**src/rtl/int_pkg.sv**
```systemverilog
// rtl/int_pkg.sv - shared types and constants for the interrupt sequencer
//
// Provides the sequencer state encoding, the register-file indices the
// sequencer writes, the return-stack entry layout and the priority encoder
// that picks the winning pending request.

package int_pkg;

   typedef enum logic [2:0] {
      IDLE,
      WR_ID,
      WR_PC,
      RET_ID,
      RET_PC
   } int_state_e;

   localparam logic [4:0] PC_REG     = 5'd23;
   localparam logic [4:0] INT_ID_REG = 5'd25;
   localparam logic [4:0] IDLE_ID    = 5'd31;

   typedef struct packed {
      logic [31:0] pc;
      logic [4:0]  id;
   } ret_entry_t;

   // Lowest set index wins (ID 0 is the most urgent). An empty vector maps to
   // IDLE_ID, which can never beat any running level.
   function automatic logic [4:0] lowest_set(input logic [30:0] vec);
      logic [4:0] result;
      result = IDLE_ID;
      for (int i = 30; i >= 0; i--) begin
         if (vec[i]) begin
            result = i[4:0];
         end
      end
      return result;
   endfunction

endpackage

```
**src/rtl/interrupt_sequencer_if.sv**
```systemverilog
// rtl/interrupt_sequencer_if.sv - register-file write port bundle
//
// wb_req   : sequencer requests a register write
// wb_grant : write port accepts wb_addr/wb_data this cycle
// wb_addr  : register index to write
// wb_data  : value to write
// master = sequencer side, slave = register-file side.

interface interrupt_sequencer_if;

   logic        wb_req;
   logic        wb_grant;
   logic [4:0]  wb_addr;
   logic [31:0] wb_data;

   modport master (
      output wb_req,
      output wb_addr,
      output wb_data,
      input  wb_grant
   );

   modport slave (
      input  wb_req,
      input  wb_addr,
      input  wb_data,
      output wb_grant
   );

endinterface

```
**src/rtl/ret_stack.sv**
```systemverilog
// rtl/ret_stack.sv - LIFO of interrupted contexts for nested interrupts
//
// clk, rst_n : clock, asynchronous active-low reset
// push       : store push_data on top (ignored when full)
// pop        : discard the top entry (ignored when empty)
// push_data  : entry to store
// top        : current top entry, zero when empty
// depth      : number of stored entries
// full/empty : occupancy flags

module ret_stack
   import int_pkg::*;
#(
   parameter int DEPTH = 4
) (
   input  logic                   clk,
   input  logic                   rst_n,
   input  logic                   push,
   input  logic                   pop,
   input  ret_entry_t             push_data,
   output ret_entry_t             top,
   output logic [$clog2(DEPTH):0] depth,
   output logic                   full,
   output logic                   empty
);

   localparam int AW = $clog2(DEPTH);

   ret_entry_t     mem [DEPTH];
   logic [AW:0]    depth_m1;

   assign depth_m1 = depth - (AW + 1)'(1);
   assign full     = (depth == (AW + 1)'(DEPTH));
   assign empty    = (depth == '0);
   assign top      = empty ? '0 : mem[depth_m1[AW-1:0]];

   always_ff @(posedge clk or negedge rst_n) begin
      if (!rst_n) begin
         depth <= '0;
         for (int i = 0; i < DEPTH; i++) begin
            mem[i] <= '0;
         end
      end else if (push && !full) begin
         mem[depth[AW-1:0]] <= push_data;
         depth              <= depth + (AW + 1)'(1);
      end else if (pop && !empty) begin
         depth <= depth_m1;
      end
   end

endmodule

```
**src/rtl/interrupt_sequencer.sv**
```systemverilog
// rtl/interrupt_sequencer.sv - edge-latched interrupt entry/return write sequencer
//
// clk, rst_n     : clock, asynchronous active-low reset
// irq_in         : interrupt lines, bit i = ID i, rising-edge sensitive
// gie            : global interrupt enable
// current_int_id : running interrupt level (31 = none)
// ivt_b_p        : vector table base; vector = base + 4*ID
// pc_from_reg    : PC saved on entry
// reti           : return-from-interrupt pulse, honoured only in IDLE
// wb             : register-file write port (master side)
// stall_core     : core holds fetch/issue while a sequence runs
// irq_ack        : one-hot pulse naming the ID that was taken
// reti_err       : pulse when reti arrives with nothing to return to
// nest_depth     : return-stack occupancy

module interrupt_sequencer
   import int_pkg::*;
#(
   parameter int DEPTH = 4
) (
   input  logic                    clk,
   input  logic                    rst_n,
   input  logic [30:0]             irq_in,
   input  logic                    gie,
   input  logic [4:0]              current_int_id,
   input  logic [31:0]             ivt_b_p,
   input  logic [31:0]             pc_from_reg,
   input  logic                    reti,
   interrupt_sequencer_if.master   wb,
   output logic                    stall_core,
   output logic [30:0]             irq_ack,
   output logic                    reti_err,
   output logic [$clog2(DEPTH):0]  nest_depth
);

   int_state_e   state;
   logic [30:0]  irq_prev;
   logic [30:0]  pending;
   logic [30:0]  pend_clr;
   logic [4:0]   tgt_id;
   logic [4:0]   sel_id;
   logic         take;
   logic         reti_ok;
   logic         push;
   logic         pop;
   logic         full;
   logic         empty;
   ret_entry_t   top;
   ret_entry_t   push_entry;

   assign sel_id  = lowest_set(pending);
   assign take    = gie && (|pending) && (sel_id < current_int_id) && !full;
   assign reti_ok = reti && !empty;

   // reti outranks a new take, so a push only happens when no reti is seen.
   assign push       = (state == IDLE) && !reti && take;
   assign pop        = (state == RET_PC) && wb.wb_grant;
   assign push_entry = '{pc: pc_from_reg, id: current_int_id};

   // Stall goes high in the deciding IDLE cycle so the core does not move the
   // PC that was just pushed.
   assign stall_core = (state != IDLE) || push || ((state == IDLE) && reti_ok);

   assign pend_clr = ((state == WR_ID) && wb.wb_grant) ? (31'd1 << tgt_id) : '0;

   ret_stack #(
      .DEPTH (DEPTH)
   ) u_ret_stack (
      .clk       (clk),
      .rst_n     (rst_n),
      .push      (push),
      .pop       (pop),
      .push_data (push_entry),
      .top       (top),
      .depth     (nest_depth),
      .full      (full),
      .empty     (empty)
   );

   // A fresh edge on a bit being cleared keeps it pending (set wins).
   always_ff @(posedge clk or negedge rst_n) begin
      if (!rst_n) begin
         irq_prev <= '0;
         pending  <= '0;
      end else begin
         irq_prev <= irq_in;
         pending  <= (pending & ~pend_clr) | (irq_in & ~irq_prev);
      end
   end

   always_ff @(posedge clk or negedge rst_n) begin
      if (!rst_n) begin
         state      <= IDLE;
         tgt_id     <= '0;
         wb.wb_req  <= 1'b0;
         wb.wb_addr <= '0;
         wb.wb_data <= '0;
         irq_ack    <= '0;
         reti_err   <= 1'b0;
      end else begin
         irq_ack  <= '0;
         reti_err <= 1'b0;
         case (state)
            IDLE: begin
               if (reti) begin
                  if (empty) begin
                     reti_err <= 1'b1;
                  end else begin
                     state      <= RET_ID;
                     wb.wb_req  <= 1'b1;
                     wb.wb_addr <= INT_ID_REG;
                     wb.wb_data <= {27'b0, top.id};
                  end
               end else if (take) begin
                  state      <= WR_ID;
                  tgt_id     <= sel_id;
                  wb.wb_req  <= 1'b1;
                  wb.wb_addr <= INT_ID_REG;
                  wb.wb_data <= {27'b0, sel_id};
               end
            end
            WR_ID: begin
               if (wb.wb_grant) begin
                  state      <= WR_PC;
                  irq_ack    <= 31'd1 << tgt_id;
                  wb.wb_addr <= PC_REG;
                  wb.wb_data <= ivt_b_p + {25'b0, tgt_id, 2'b00};
               end
            end
            RET_ID: begin
               if (wb.wb_grant) begin
                  state      <= RET_PC;
                  wb.wb_addr <= PC_REG;
                  wb.wb_data <= top.pc;
               end
            end
            WR_PC, RET_PC: begin
               if (wb.wb_grant) begin
                  state      <= IDLE;
                  wb.wb_req  <= 1'b0;
                  wb.wb_addr <= '0;
                  wb.wb_data <= '0;
               end
            end
            default: begin
               state      <= IDLE;
               wb.wb_req  <= 1'b0;
               wb.wb_addr <= '0;
               wb.wb_data <= '0;
            end
         endcase
      end
   end

endmodule

```
**src/flat_wrapper.sv**
```systemverilog
// flat-port wrapper written by rule: the top's interface ports become plain ports
module interrupt_sequencer_flat import int_pkg::*;
#(
   parameter int DEPTH = 4
)
  (clk, rst_n, irq_in, gie, current_int_id, ivt_b_p, pc_from_reg, reti, stall_core, irq_ack, reti_err, nest_depth, wb_wb_req, wb_wb_addr, wb_wb_data, wb_wb_grant);
  interrupt_sequencer_if wb_i ();
  input  logic clk;
  input  logic rst_n;
  input  logic [30:0] irq_in;
  input  logic gie;
  input  logic [4:0] current_int_id;
  input  logic [31:0] ivt_b_p;
  input  logic [31:0] pc_from_reg;
  input  logic reti;
  output logic stall_core;
  output logic [30:0] irq_ack;
  output logic reti_err;
  output logic [$clog2(DEPTH):0] nest_depth;
  output wire logic [$bits(wb_i.wb_req)-1:0] wb_wb_req;
  output wire logic [$bits(wb_i.wb_addr)-1:0] wb_wb_addr;
  output wire logic [$bits(wb_i.wb_data)-1:0] wb_wb_data;
  input wire logic [$bits(wb_i.wb_grant)-1:0] wb_wb_grant;
  assign wb_wb_req = wb_i.wb_req;
  assign wb_wb_addr = wb_i.wb_addr;
  assign wb_wb_data = wb_i.wb_data;
  assign wb_i.wb_grant = wb_wb_grant;
  interrupt_sequencer #(.DEPTH(DEPTH)) u_core (.clk(clk), .rst_n(rst_n), .irq_in(irq_in), .gie(gie), .current_int_id(current_int_id), .ivt_b_p(ivt_b_p), .pc_from_reg(pc_from_reg), .reti(reti), .wb(wb_i), .stall_core(stall_core), .irq_ack(irq_ack), .reti_err(reti_err), .nest_depth(nest_depth));
endmodule
```
**config.mk**
```make
export PLATFORM = sky130hd
export DESIGN_NAME = interrupt_sequencer_flat
export DESIGN_NICKNAME = d
export VERILOG_FILES = /design/src/rtl/int_pkg.sv /design/src/rtl/interrupt_sequencer_if.sv /design/src/rtl/ret_stack.sv /design/src/rtl/interrupt_sequencer.sv /design/src/flat_wrapper.sv
export SDC_FILE = /design/constraint.sdc
export NUM_CORES = 1
export LEC_CHECK = 0
export ABC_AREA = 1
export ABC_CLOCK_PERIOD_IN_PS = 3500
export BUFFER_PORTS_ARGS = -buffer_cell sky130_fd_sc_hd__clkbuf_2
export CORE_ASPECT_RATIO = 0.6
export CORE_UTILIZATION = 39
export CTS_CLUSTER_DIAMETER = 60
export DETAILED_ROUTE_END_ITERATION = 10
export GPL_TIMING_DRIVEN = 0
export HOLD_SLACK_MARGIN = 0.12
export PLACE_DENSITY = 0.54
export SYNTH_ARGS = -nofsm -noshare
export SYNTH_HDL_FRONTEND = slang
export SYNTH_HIERARCHICAL = 1
export SYNTH_SLANG_ARGS = --single-unit
```
**constraint.sdc**
```tcl
create_clock -name clk -period 3.5 [get_ports clk]
set_input_delay 0.35 -clock clk [delete_from_list [all_inputs] [get_ports clk]]
set_output_delay 0.35 -clock clk [all_outputs]
set_load 0.05 [all_outputs]
```
; After elaboration in Yosys (flattened, before gate mapping)
; Index checks and enable logic that the tools add are counted.
[totals]
reg_bits = 291
input_bits = 105
wordCells = 145
[op_classes]
addsub = 3
order_cmp = 4
n_eq_ne = 11
shift = 1
mux = 71
bitwise = 9
reduce_logical = 28
[op_table]
columns = cell, n
row1 = 32-bit 2-to-1 mux, 6
row2 = 5-bit 2-to-1 mux, 35
row3 = 148-bit bitwise mux, 1
row4 = 37-bit 2-to-1 mux, 4
row5 = 32-bit one-hot mux with 4 select lines, 1
row6 = 31-bit 2-to-1 mux, 3
row7 = 37-bit binary-select mux with 2-bit select, 1
row8 = 37-bit demux with 2-bit select, 1
row9 = 31-bit AND, 2
row10 = 31-bit inverter, 2
row11 = 32-bit by 7-bit adder with 32-bit output, 1
row12 = 31-bit bitwise OR, 1
row13 = 31-bit OR reduction, 1
row14 = 1-bit by 5-bit left shift with 31-bit output (first input constant), 1
row15 = 3-bit 2-to-1 mux, 8
row16 = 5-bit one-hot mux with 3 select lines, 1
row17 = 1-bit logical AND, 12
row18 = 3-bit one-hot mux with 4 select lines, 1
row19 = 1-bit 2-to-1 mux, 8
row20 = 4-bit AND reduction, 2
row21 = 3-bit by 2-bit == test with 1-bit output (second input constant), 2
row22 = 3-bit == test (second input constant), 2
row23 = 3-bit greater-or-equal comparator (second input constant), 2
row24 = 3-bit zero test, 2
row25 = other kinds (19), 27

; Logic depth before layout (Yosys ltp)
[logic_depth]
depth_word = 37
mapped_depth = 42
mapped_depth_nobuf = 40

; By module
; Netlist, hierarchy kept.
[modules_own_cells]
columns = mod, n_inst, cells_per_inst, area_per_inst_um2
row1 = ret_stack, 1, 954, 7283.2
row2 = interrupt_sequencer, 1, 741, 6416.2

; Least setup slack after synthesis
; No wires, ideal clock.
[synth_path]
kind = register -> output
start = reg u_core.u_ret_stack.depth[0]
end = out stall_core
arrival_ns = 2.903
t_required_ns = 3.150
path_slack_ns = 0.247
path_stages_with_launch = 12
path_cell_list = dfrtp_1 inv_1 buf_2 buf_2 ha_1 nand2_1 inv_1 a2111oi_0 nand3_1 a21oi_1 nand2_2 a21oi_1
[synth_via]
elab_chain_len = 6
elab_cells_between_ends = 10
[synth_lines]
columns = element, line
row1 = from (decl), ret_stack.sv:22  ; output logic [$clog2(DEPTH):0] depth,
row2 = from (signal assigned), ret_stack.sv:45  ; depth <= depth + (AW + 1)'(1);
row3 = from (signal assigned), ret_stack.sv:47  ; depth <= depth_m1;
row4 = 3-bit == test, ret_stack.sv:33  ; assign full = (depth == (AW + 1)'(DEPTH));
row5 = named net u_core.full, interrupt_sequencer.sv:46  ; logic full;
row6 = 1-bit zero test, interrupt_sequencer.sv:52  ; assign take = gie && (|pending) && (sel_id < current_int_id) && !full;
row7 = 1-bit logical AND, interrupt_sequencer.sv:52
row8 = 1-bit logical AND, interrupt_sequencer.sv:56  ; assign push = (state == IDLE) && !reti && take;
row9 = 1-bit logical OR (2 in series), interrupt_sequencer.sv:62  ; assign stall_core = (state != IDLE) || push || ((state == IDLE) && reti_ok);
row10 = to (decl), flat_wrapper.sv:16  ; output logic stall_core;
; The timed path passes the listed nets, and every way through them passes these cells.

; Worst setup path in the final report
[layout_path]
start = reg u_core.pending[23]
end = reg u_core/u_ret_stack/mem[122] (netlist bit)
[layout_via]
elab_chain_len = 29
elab_cells_between_ends = 31
[layout_lines]
columns = element, line
row1 = from (decl), interrupt_sequencer.sv:38  ; logic [30:0] pending;
row2 = from (signal assigned), interrupt_sequencer.sv:87  ; pending <= (pending & ~pend_clr) | (irq_in & ~irq_prev);
row3 = 5-bit 2-to-1 mux (24 in series), int_pkg.sv:32  ; if (vec[i]) begin
row4 = named net u_core.sel_id[3], interrupt_sequencer.sv:41  ; logic [4:0] sel_id;
row5 = 5-bit less-than comparator, interrupt_sequencer.sv:52
row6 = 1-bit logical AND (2 in series), interrupt_sequencer.sv:52
row7 = 1-bit logical AND, interrupt_sequencer.sv:56
row8 = named net u_core.push, interrupt_sequencer.sv:44  ; logic push;
row9 = 1-bit logical AND, ret_stack.sv:43  ; end else if (push && !full) begin
row10 = "to (signal, indexed assignment)", ret_stack.sv:44  ; mem[depth[AW-1:0]] <= push_data;
row11 = to (decl), ret_stack.sv:29  ; ret_entry_t mem [DEPTH];
; The timed path passes the listed nets, and every way through them passes these cells.
; A chain may end at the register's enable or synchronous reset.

==> impl_metrics.toml <==
[synth]
avgSynthCellArea_sq_um = 8.08
syn-cell-area_sq_um = 13700
synth_ff_type = "dfrtp_1"
synthCells = 1695
yosysUniqueCellTypes = 49
synth.most_common_cell = "nand2_1"
yosys.area.top_type = "dfrtp_1"
synth_area_leaders = "dfrtp_1 53%, nand2_1 13%, inv_1 7.4%, o21ai_0 6.6%, nand3_1 4.2%"
synth_top_cell_area_share_pct = 52.8
ys_warn_count = 6
ys_top_cells_by_count = "484 x nand2_1, 289 x dfrtp_1, 270 x inv_1"
syn_nets = 1816
ys_seq_area_share_pct = 52.8
synth-seq-cells = 289
synthArstFlopShare_pct = 100
synth_edf_count = 0

[timing]
period_share_pct = 108
rsz0062_at_grt = "yes"
tightest_slew_ns = 0.830
fin_ws_ns = -0.291
fmax_mhz = 264
setup_violations = 153
period_minus_slack_ns = 3.79
clock_skew_ns = 0.0281
hold_viol = 0
maxSlewHeadroom_pct = 44.6
maxSlewViolCount = 0
setup_tns_ns = -33.55

[floorplanning]
dieArea_sq_um = 35900
design.portCount = 179
die_w_um = 244
start_util_pct = 40.1
num_rows = 52
die_h_um = 147
core_area_sq_um = 34200

[clock_tree]
clockBufferDepth = 3
cts_buffers = 29
clk_latency_ns = 0.58
cts.sinks = 289
path_clk_slew_ns = 0.07
ctsHtreeMaxLevel = 1
tritoncts = "done"
root_buffer = "clkbuf_16"

[worst_setup_path]
startpoint_type = "flop"
cp-end-kind = "flop"
critPathMaxStageDelay_ns = 0.62
path_cells = "nor4_1 > nand2_1 > a21boi_0 > ha_1 > nand4_1 > nand3_1 > a21oi_2 > nand2_4 > buf_4 > nor2_4 > buf_6 > nand2_8 > nor2_4 > buf_12 > clkbuf_16 > nand2_1 > o21ai_0"
crit_slowest_cell = "nor4_1"
cp.required_ns = 3.98
path_class = "flop to flop"
reg2reg_setup_slack_ns = -0.29
critPathArrivalTime_ns = 4.27
cp_max_fo = 6

[global_route]
grt_pass1_vias = 11896
antenna_found_initial = 1
grt_max_degree = 109
grt_pass1_wl_um = 69600
track_usage_pct = 25.3
grt-ovfl-total = 0

[detailed_routing]
postRouteAntennaNets = 0
drtIter0Drc = 1471
vias_per_cell = 5.09
drc = 0
drt-total-wl_um = 48100
dr.pass1.iters = 5
wl_per_cell_um = 19.2
via_count = 12788

[run_status]
violations = "setup timing"
status = "finished, violations left"

[layout]
fin_nets = 2151
area_growth_pct = 34.9
drive_gt1_share_pct = 20.6

[pwr]
power_density_nw_per_um2 = 842
cellLeakagePower_nw = 9.11
ir_drop_mv = 0.437

[flow_run]
max_cap_viol_count = 0

[place]
io_buffers = 178
gp_congestion = 0.893
post-place-ws_ns = -0.624
hpwl_um = 32500

[hold_path]
hold_class = "input port to flop"
-- state kept, by name, indices dropped and copies added, names as in the netlist --
register,cells
u_core/u_ret_stack/mem,148
u_core/wb.wb_data,32
u_core/irq_ack,31
u_core/irq_prev,31
u_core/pending,31
u_core/tgt_id,5
u_core/state,3
u_core/u_ret_stack/depth,3
u_core/wb.wb_addr,3
u_core/reti_err,1
u_core/wb.wb_req,1
-- power breakdown --
group	total [mW]	leakage, nW	internal (mW)	switching, mW
combinational	7.42	5.21	2.29	5.12
clock	3.33	0.504	1.95	1.38
sequential	4.82	3.39	4.43	0.394
-- cell usage in the layout (no fill, tap or decap), types with 17 or more instances in the layout --
cell type	n
inv_1	270
buf_8	17
o22ai_1	31
o21ai_0	77
buf_2	19
nor2_1	66
a21oi_1	47
dlygate4sd3_1	70
clkbuf_2	180
nand2_2	20
clkbuf_16	58
nand3_1	113
buf_4	27
nand2_1	474
o21ai_1	101
dfrtp_1	286
-- metrics by stage --
step | instances | hold WS [ns] | util [%] | total power [mW] | cell area, sq um
after detailed placement | 2334 | 0.418 | 44.6 | 11.3 | 15200
after global routing | 2511 | 0.153 | 54.1 | 16.5 | 18500
after floorplan | 1695 | 0.0544 | - | 8.98 | 13700
final | 2512 | 0.144 | 54.1 | 15.6 | 18500
after global placement | 2332 | 0.412 | 44.4 | 11.2 | 15200
after CTS | 2465 | 0.131 | 50.6 | 14.9 | 17300
-- path summary, 6_finish.rpt --
kind                       depth (start not counted)                                       to                           from
min                                                3  u_core/u_ret_stack/mem[111]$_DFFE_PN0P_              current_int_id[0]
max reg2reg                                       17  u_core/u_ret_stack/mem[122]$_DFFE_PN0P_   u_core/pending[23]$_DFF_PN0_
min reg2reg                                        1             u_core/pending[30]$_DFF_PN0_  u_core/irq_prev[30]$_DFF_PN0_
min in group asynchronous                          2        u_core/wb.wb_data[18]$_DFFE_PN0P_                          rst_n
max                                               17  u_core/u_ret_stack/mem[122]$_DFFE_PN0P_   u_core/pending[23]$_DFF_PN0_
max in group asynchronous                          4             u_core/tgt_id[1]$_DFFE_PN0P_                          rst_n
-- worst max-delay path, delay by kind of cell (launching register included) --
family                   cells  cell delay (ns)
AO/OA/AOI/OAI                3             0.75
adder cells (fa/ha/maj)      1             0.36
AND/OR/NAND/NOR              9             1.59
buffers and inverters        4             0.63
flip-flops                   1             0.38
-- per-layer routing --
layer | GRT usage, % | up-vias | part of all wire (%)
li1 | - | 6052 | -
met1 | 39.2 | 6174 | 49
met2 | 33.8 | 508 | 39
met3 | 8.15 | 52 | 11
met4 | 4.75 | 2 | 1.4
met5 | 2.14 | - | 0.22
-- kinds of logic (layout without fill, tap and decap cells) --
family | after synthesis | after routing | share of synthesized area, %
simple gates | 733 | 733 | 22.7
buf+inv | 355 | 712 | 10.7
compound gates | 301 | 301 | 12.2
flops | 289 | 289 | 52.8
fa+ha+maj | 16 | 16 | 1.52
xor+xnor | 1 | 1 | 0.0639
other cells | 0 | 1 | 0
-- repair_timing --
item	CTS	global route
hold endpoints to repair	291	0
pin swaps	1	27
gates cloned	0	29
resized for setup	80	193
setup buffers	8	18
hold buffers	70	0
setup endpoints to repair	185	187
-- area by class of cell --
class | instances | area (sq um)
antenna | 1 | 2.50
buffer | 77 | 767
clock buffer | 42 | 875
clock inverter | 11 | 140
fill | 3209 | 15700
inverter | 277 | 1040
multi-input combinational | 1051 | 5220
sequential | 289 | 7240
tap | 459 | 574
timing repair buffer | 305 | 2620
No activity file was read; power rests on OpenSTA's default activity.
